<file path="src/rtl/paint_px_writer.sv">
`default_nettype none
// ============================================================================
// Module   : paint_px_writer
// Purpose  : Pen-position pixel writer with a req/ack framebuffer port and
//            a saturating step counter for the cursor-drawing controllers.
//            Define PAINT_CLAMP_EN to saturate pen moves at the edges
//            instead of wrapping.
// Revision : 1.0 - initial release
// ============================================================================
module paint_px_writer #(
   parameter int X_W    = 6,
   parameter int Y_W    = 6,
   parameter int DATA_W = 8
) (
   input  logic                 clk,
   input  logic                 rst,
   input  logic                 init_pos,
   input  logic [X_W-1:0]       org_x,
   input  logic [Y_W-1:0]       org_y,
   input  logic                 paint,
   input  logic                 change_x,
   input  logic                 change_y,
   input  logic                 sum,
   input  logic [DATA_W-1:0]    px_data,
   input  logic                 plus,
   input  logic                 rst_cont,
   output logic [2:0]           step_cnt,
   output logic                 mem_we,
   output logic [X_W+Y_W-1:0]   mem_addr,
   output logic [DATA_W-1:0]    mem_wdata,
   input  logic                 mem_ack,
   output logic [X_W-1:0]       pos_x,
   output logic [Y_W-1:0]       pos_y,
   output logic                 busy,
   output logic                 err
);

   typedef enum logic [1:0] {
      IDLE  = 2'd0,
      WRITE = 2'd1,
      MOVE  = 2'd2
   } state_t;

   localparam logic [X_W-1:0] X_ONE = X_W'(1);
   localparam logic [Y_W-1:0] Y_ONE = Y_W'(1);
   localparam logic [X_W-1:0] X_MAX = '1;
   localparam logic [Y_W-1:0] Y_MAX = '1;

   state_t               state_q;
   logic [X_W-1:0]       pos_x_q, pos_x_d;
   logic [Y_W-1:0]       pos_y_q, pos_y_d;
   logic                 cx_q, cy_q, sum_q;
   logic [2:0]           step_q;
   logic                 we_q;
   logic [X_W+Y_W-1:0]   addr_q;
   logic [DATA_W-1:0]    wdata_q;
   logic                 err_q;

   // Post-move pen, applied only in MOVE from the command latched at paint.
   always_comb begin
      pos_x_d = pos_x_q;
      pos_y_d = pos_y_q;
      if (cx_q) begin
`ifdef PAINT_CLAMP_EN
         if (sum_q) begin
            if (pos_x_q != X_MAX) pos_x_d = pos_x_q + X_ONE;
         end else if (pos_x_q != '0) begin
            pos_x_d = pos_x_q - X_ONE;
         end
`else
         pos_x_d = sum_q ? (pos_x_q + X_ONE) : (pos_x_q - X_ONE);
`endif
      end
      if (cy_q) begin
`ifdef PAINT_CLAMP_EN
         if (sum_q) begin
            if (pos_y_q != Y_MAX) pos_y_d = pos_y_q + Y_ONE;
         end else if (pos_y_q != '0) begin
            pos_y_d = pos_y_q - Y_ONE;
         end
`else
         pos_y_d = sum_q ? (pos_y_q + Y_ONE) : (pos_y_q - Y_ONE);
`endif
      end
   end

   always_ff @(posedge clk or posedge rst) begin
      if (rst) begin
         state_q <= IDLE;
         pos_x_q <= '0;
         pos_y_q <= '0;
         cx_q    <= 1'b0;
         cy_q    <= 1'b0;
         sum_q   <= 1'b0;
         step_q  <= 3'd0;
         we_q    <= 1'b0;
         addr_q  <= '0;
         wdata_q <= '0;
         err_q   <= 1'b0;
      end else begin
         if (rst_cont) begin
            step_q <= 3'd0;
         end else if (plus && (step_q != 3'd7)) begin
            step_q <= step_q + 3'd1;
         end

         case (state_q)
            IDLE: begin
               if (init_pos) begin
                  pos_x_q <= org_x;
                  pos_y_q <= org_y;
                  err_q   <= 1'b0;
               end else if (paint) begin
                  cx_q    <= change_x;
                  cy_q    <= change_y;
                  sum_q   <= sum;
                  addr_q  <= {pos_y_q, pos_x_q};
                  wdata_q <= px_data;
                  we_q    <= 1'b1;
                  state_q <= WRITE;
               end
            end
            WRITE: begin
               if (paint || init_pos) err_q <= 1'b1;
               if (mem_ack) begin
                  we_q    <= 1'b0;
                  state_q <= MOVE;
               end
            end
            MOVE: begin
               if (paint || init_pos) err_q <= 1'b1;
               pos_x_q <= pos_x_d;
               pos_y_q <= pos_y_d;
               state_q <= IDLE;
            end
            default: state_q <= IDLE;
         endcase
      end
   end

   assign step_cnt  = step_q;
   assign mem_we    = we_q;
   assign mem_addr  = addr_q;
   assign mem_wdata = wdata_q;
   assign pos_x     = pos_x_q;
   assign pos_y     = pos_y_q;
   assign busy      = (state_q != IDLE);
   assign err       = err_q;

endmodule
`default_nettype wire

</file>
<file path="config.mk">
export PLATFORM = sky130hd
export DESIGN_NAME = paint_px_writer
export DESIGN_NICKNAME = d
export VERILOG_FILES = /design/src/rtl/paint_px_writer.sv
export SDC_FILE = /design/constraint.sdc
export NUM_CORES = 1
export LEC_CHECK = 0
export BUFFER_PORTS_ARGS = -buffer_cell sky130_fd_sc_hd__buf_4
export CORE_ASPECT_RATIO = 0.5
export CORE_MARGIN = 1
export CORE_UTILIZATION = 50
export DETAILED_ROUTE_END_ITERATION = 10
export PLACE_DENSITY = 0.85
export SETUP_SLACK_MARGIN = 0.15
export SYNTH_ARGS = -nofsm -noshare
export SYNTH_HDL_FRONTEND = slang
export SYNTH_SLANG_ARGS = --single-unit
</file>
<file path="constraint.sdc">
create_clock -name clk -period 2.5 [get_ports clk]
set_clock_uncertainty 0.2 [all_clocks]
set_input_delay 0.125 -clock clk [delete_from_list [all_inputs] [get_ports clk]]
set_output_delay 0.125 -clock clk [all_outputs]
set_load 0.01 [all_outputs]
</file>
# Word-level counts from Yosys, hierarchy flattened
# Index checks and enable logic that the tools add are counted.
[totals] regBits=42 out_inout_bits=38 in_bits=30
[op_classes] n_bitwise=1 n_eq_ne=10 n_mux=21 n_reduce_logical=15 n_addsub=5
[op_table] op="two-way mux 6 bit" n=6
[op_table] op="case mux 6 bit (2 select lines)" n=2
[op_table] op="AND reduction 3 bit" n=5
[op_table] op="adder 6 x 1 -> 6 bit, second input constant" n=2
[op_table] op="inequality test 2 bit, second input constant" n=6
[op_table] op="subtractor 6 x 1 -> 6 bit, second input constant" n=2
[op_table] op="nonzero test 2 bit" n=5
[op_table] op="two-way mux 2 bit" n=3
[op_table] op="two-way mux 3 bit" n=2
[op_table] op="two-way mux 1 bit" n=5
[op_table] op="case mux 1 bit (2 select lines)" n=2
[op_table] op="case mux 2 bit (2 select lines)" n=1
[op_table] op="AND reduction 4 bit" n=1
[op_table] op="adder 3 x 1 -> 3 bit, second input constant" n=1
[op_table] op="inequality test 3 bit, second input constant" n=1
[op_table] op="equality test 2 x 1 -> 1 bit, second input constant" n=1
[op_table] op="equality test 2 bit, second input constant" n=1
[op_table] op="logical NOT 2 bit" n=1
[op_table] op="inequality test 2 x 1 -> 1 bit, second input constant" n=1
[op_table] op="OR reduction 2 bit" n=1
[op_table] op="logical AND 1 bit" n=1
[op_table] op="logical OR 1 bit" n=1
[op_table] op="NOT 1 bit" n=1

# Longest topological paths before layout
[logic_depth] ltp_word=4 ltp_mapped=8

# Worst setup path after synthesis
# OpenSTA, ideal clock, no wires.
[synth_path] path_type="register -> register" startpoint="register sum_q" endpoint="register pos_x_q[4], in the netlist pos_x[4]" required_ps=2218 arrival_time_ps=1735 slack_ps=483 path_stages_with_launch=7 setup_time_ps=82 path_cell_list="dfrtp_1 > inv_2 > fa_1 > a21o_1 > a21oi_1 > mux2_2 > a31oi_1"
[synth_between] elab_chain_cells=3
[synth_rtl] element="start: declaration" line_no="52" text="logic cx_q, cy_q, sum_q;"
[synth_rtl] element="start signal: assignment" line_no="116" text="sum_q <= sum;"
[synth_rtl] element="two-way mux 6 bit" line_no="71" text="pos_x_d = sum_q ? (pos_x_q + X_ONE) : (pos_x_q - X_ONE);"
[synth_rtl] element="two-way mux 6 bit" line_no="63" text="if (cx_q) begin"
[synth_rtl] element="case mux 6 bit (2 select lines)" line_no="107" text="case (state_q)"
[synth_rtl] element="end signal: assignment" line_no="110" text="pos_x_q <= org_x;"
[synth_rtl] element="end signal: assignment" line_no="132" text="pos_x_q <= pos_x_d;"
[synth_rtl] element="end: declaration" line_no="50" text="logic [X_W-1:0] pos_x_q, pos_x_d;"
# Every way passes these cells. The select of a mux whose other input is x is not followed.
# A chain may end at the register's enable or synchronous reset.

# Worst setup path in the final report
[layout_path] startpoint="register sum_q" endpoint="register pos_y_q[5], in the netlist pos_y[5]"
[layout_between] elab_chain_cells=3
[layout_rtl] element="two-way mux 6 bit" line_no="82" text="pos_y_d = sum_q ? (pos_y_q + Y_ONE) : (pos_y_q - Y_ONE);"
[layout_rtl] element="two-way mux 6 bit" line_no="74" text="if (cy_q) begin"
[layout_rtl] element="case mux 6 bit (2 select lines)" line_no="107"
[layout_rtl] element="end signal: assignment" line_no="111" text="pos_y_q <= org_y;"
[layout_rtl] element="end signal: assignment" line_no="133" text="pos_y_q <= pos_y_d;"
[layout_rtl] element="end: declaration" line_no="51" text="logic [Y_W-1:0] pos_y_q, pos_y_d;"
# Every way passes these cells. The select of a mux whose other input is x is not followed.

==> results_dict.tcl <==
set metrics [dict create \
    power.leakage_uw 0.001567 \
    yosys-top-cells-area "dfrtp_1 (44%), mux2_4 (12%), ha_1 (7.9%)" \
    reg2reg_slack_ns 0.24 \
    dpl.hpwl_um 3941 \
    min_path_type "input pin to register" \
    area_growth_pct 37.08 \
    crit_path_end_kind "register" \
    synth_cells 201 \
    cap_violations 0 \
    critPathSlowestCell "or4b_1" \
    start_util 0.5311 \
    cts_tree "built" \
    diodes 0 \
    grt_pass1_vias 1933 \
    final_common_cell "buf_4" \
    synth-async-reset-ratio 1.000 \
    first_pass_iters 4 \
    syn-mean-instance-area_um2 11.80 \
    fin_tns_setup_ns 0 \
    start_kind "register" \
    synth_seq_cells 42 \
    antenna_found_initial 0 \
    p_per_area_nw_per_um2 1286 \
    yosys.area.top_type "dfrtp_1" \
    vias 2001 \
    fillers 292 \
    rows 17 \
    fmax_mhz 442.5 \
    arrival_ns 2.29 \
    whs_ns 0.04569 \
    drv_slew 0 \
    dieWidth_um 99.41 \
    synth_nets 248 \
    worst_pin_slew_ns 0.8572 \
    cp_cell_sequence "inv_4, ha_1, o21ai_0, or4b_1, a31oi_1, nand3b_1" \
    die_h_um 50.71 \
    clock_sinks 42 \
    fin_crit_sh 0.9040 \
    relSlewSlack 0.4277 \
    place.gp.congestion 0.8823 \
    io_pins 68 \
    required_ns 2.53 \
    layout_common_cells "buf_4 (70), dfrtp_1 (41), dlygate4sd3_1 (23)" \
    dpl.cell_count 323 \
    instances_no_fill 353 \
    post-route-min-period_ns 2.260 \
    synth_edf_count 0 \
    critPathKind "register to register" \
    grt_usage 0.2430 \
    grt_pass1_wl_um 9232 \
    yosysSeqAreaShare 0.4430 \
    route.detailed.drc 0 \
    final_core_util 0.7280 \
    cts_buffers 5 \
    grt_overflow 0 \
    cts-root-buf "clkbuf_8" \
    power_uw 4183 \
    syn_area_um2 2372 \
    htreeDepth 2 \
    core_area_um2 4467 \
    final_net_count 343 \
    drt_iter0_drc 102 \
    ant_nets 0 \
    crit_fanout 12 \
    wire_per_inst_um 16.46 \
    port_buffers 67 \
    clk_path_buf_depth 2 \
    grt_max_degree 43 \
    worstSkewPairLatency_ns 0.30 \
    crit_path_max_incr_delay_ns 0.55 \
    clkTransAtPathRegs_ns 0.08 \
    synth_warnings 0 \
    synth_top_flop_cell "dfrtp_1" \
    setup_viol 0 \
    rsz0062_at_grt "no" \
    status "finished clean" \
    viasPerCell 5.669 \
    drive_gt1_frac 0.3514 \
    ir_drop_uv 494.7 \
    drt-total-wl_um 5810 \
    dieArea_um2 5041 \
    path_buf_inv 1 \
    synth_cell_type_count 37 \
    synth_top_area_share 0.4430 \
    post_cts_buffers 0 \
    cpLargestDelayFamily "simple AND/OR/NAND/NOR gates" \
    final_hold_viol_count 0 \
]
synthesized netlist by cell type, drive strengths merged, types with 3 or more instances:
| cell | n |
|---|---|
| o21ai | 14 |
| a21oi | 12 |
| nor2b | 7 |
| a211oi | 4 |
| a21o | 7 |
| mux2i | 5 |
| ha | 15 |
| nor3b | 6 |
| xnor2 | 3 |
| a31oi | 4 |
| nand2b | 3 |
| dfrtp | 42 |
| nand2 | 9 |
| inv | 9 |
| buf | 6 |
| nor2 | 9 |
| mux2 | 28 |
path summary, 6_finish.rpt:
path                                  start     endpoint  cells past startpoint
worst max-delay path                  sum_q     pos_y[5]                      6
worst min-delay path               org_y[3]     pos_y[3]                      4
worst max register to register        sum_q     pos_y[5]                      6
min in group asynchronous               rst  mem_addr[7]                      3
max in group asynchronous               rst        sum_q                      3
worst min register to register  mem_addr[9]  mem_addr[9]                      1
final cells by class:
| type | instances | area, um2 | share of cell area |
|---|---|---|---|
| Tap cell | 57 | 71.32 | 0.02193 |
| Multi-Input combinational cell | 144 | 1240 | 0.3813 |
| Inverter | 9 | 36.28 | 0.01116 |
| Timing Repair Buffer | 94 | 775.7 | 0.2386 |
| Sequential cell | 42 | 1052 | 0.3236 |
| Clock buffer | 7 | 76.32 | 0.02347 |
power breakdown:
part | switching (uW) | total (uW) | internal, uW
registers | 306 | 1310 | 1000
logic | 1180 | 2460 | 1270
clock network | 222 | 414 | 192
metal layers:
metal  GRT usage  vias to the layer above  share of wire
met5           0                        -              0
li1            -                      911              -
met1      0.2893                      966           0.41
met3     0.07242                       18          0.075
met2      0.4178                      106           0.49
met4      0.1005                        0          0.021
worst min-delay path: cells and delay by family:
kind | cells | cell delay, ns
compound gates | 2 | 0.24
buf+inv | 2 | 0.16
kinds of logic after synthesis:
kind of cell	synth area share
AO/OA/AOI/OAI	0.1282
AND/OR/NAND/NOR	0.1018
flip-flops	0.4430
multiplexers	0.1857
adder cells (fa/ha/maj)	0.09599
buffers and inverters	0.03428
XOR/XNOR	0.01108
flip-flops by register name (all words and copies together), names as in the netlist:
register   cells
mem_addr      12
sum_q          1
mem_we         1
pos_x          6
state_q        2
cy_q           1
cx_q           1
pos_y          6
err            1
step_cnt       3
mem_wdata      8
per-stage QoR:
stage,setup slack (ns),cell area (um2)
final,0.2399,3252
after global routing,0.1839,3252
after CTS,0.1869,3248
after detailed placement,0.2102,2942
after global placement,0.3858,2942
after floorplan,0.4831,2372
timing repair:
action / CTS / global route
hold buffers: 23 / 0
endpoints found under the setup margin: 0 / 2
hold endpoints to repair: 65 / 0
resized for setup: 0 / 2
No activity file was read; power rests on OpenSTA's default activity.
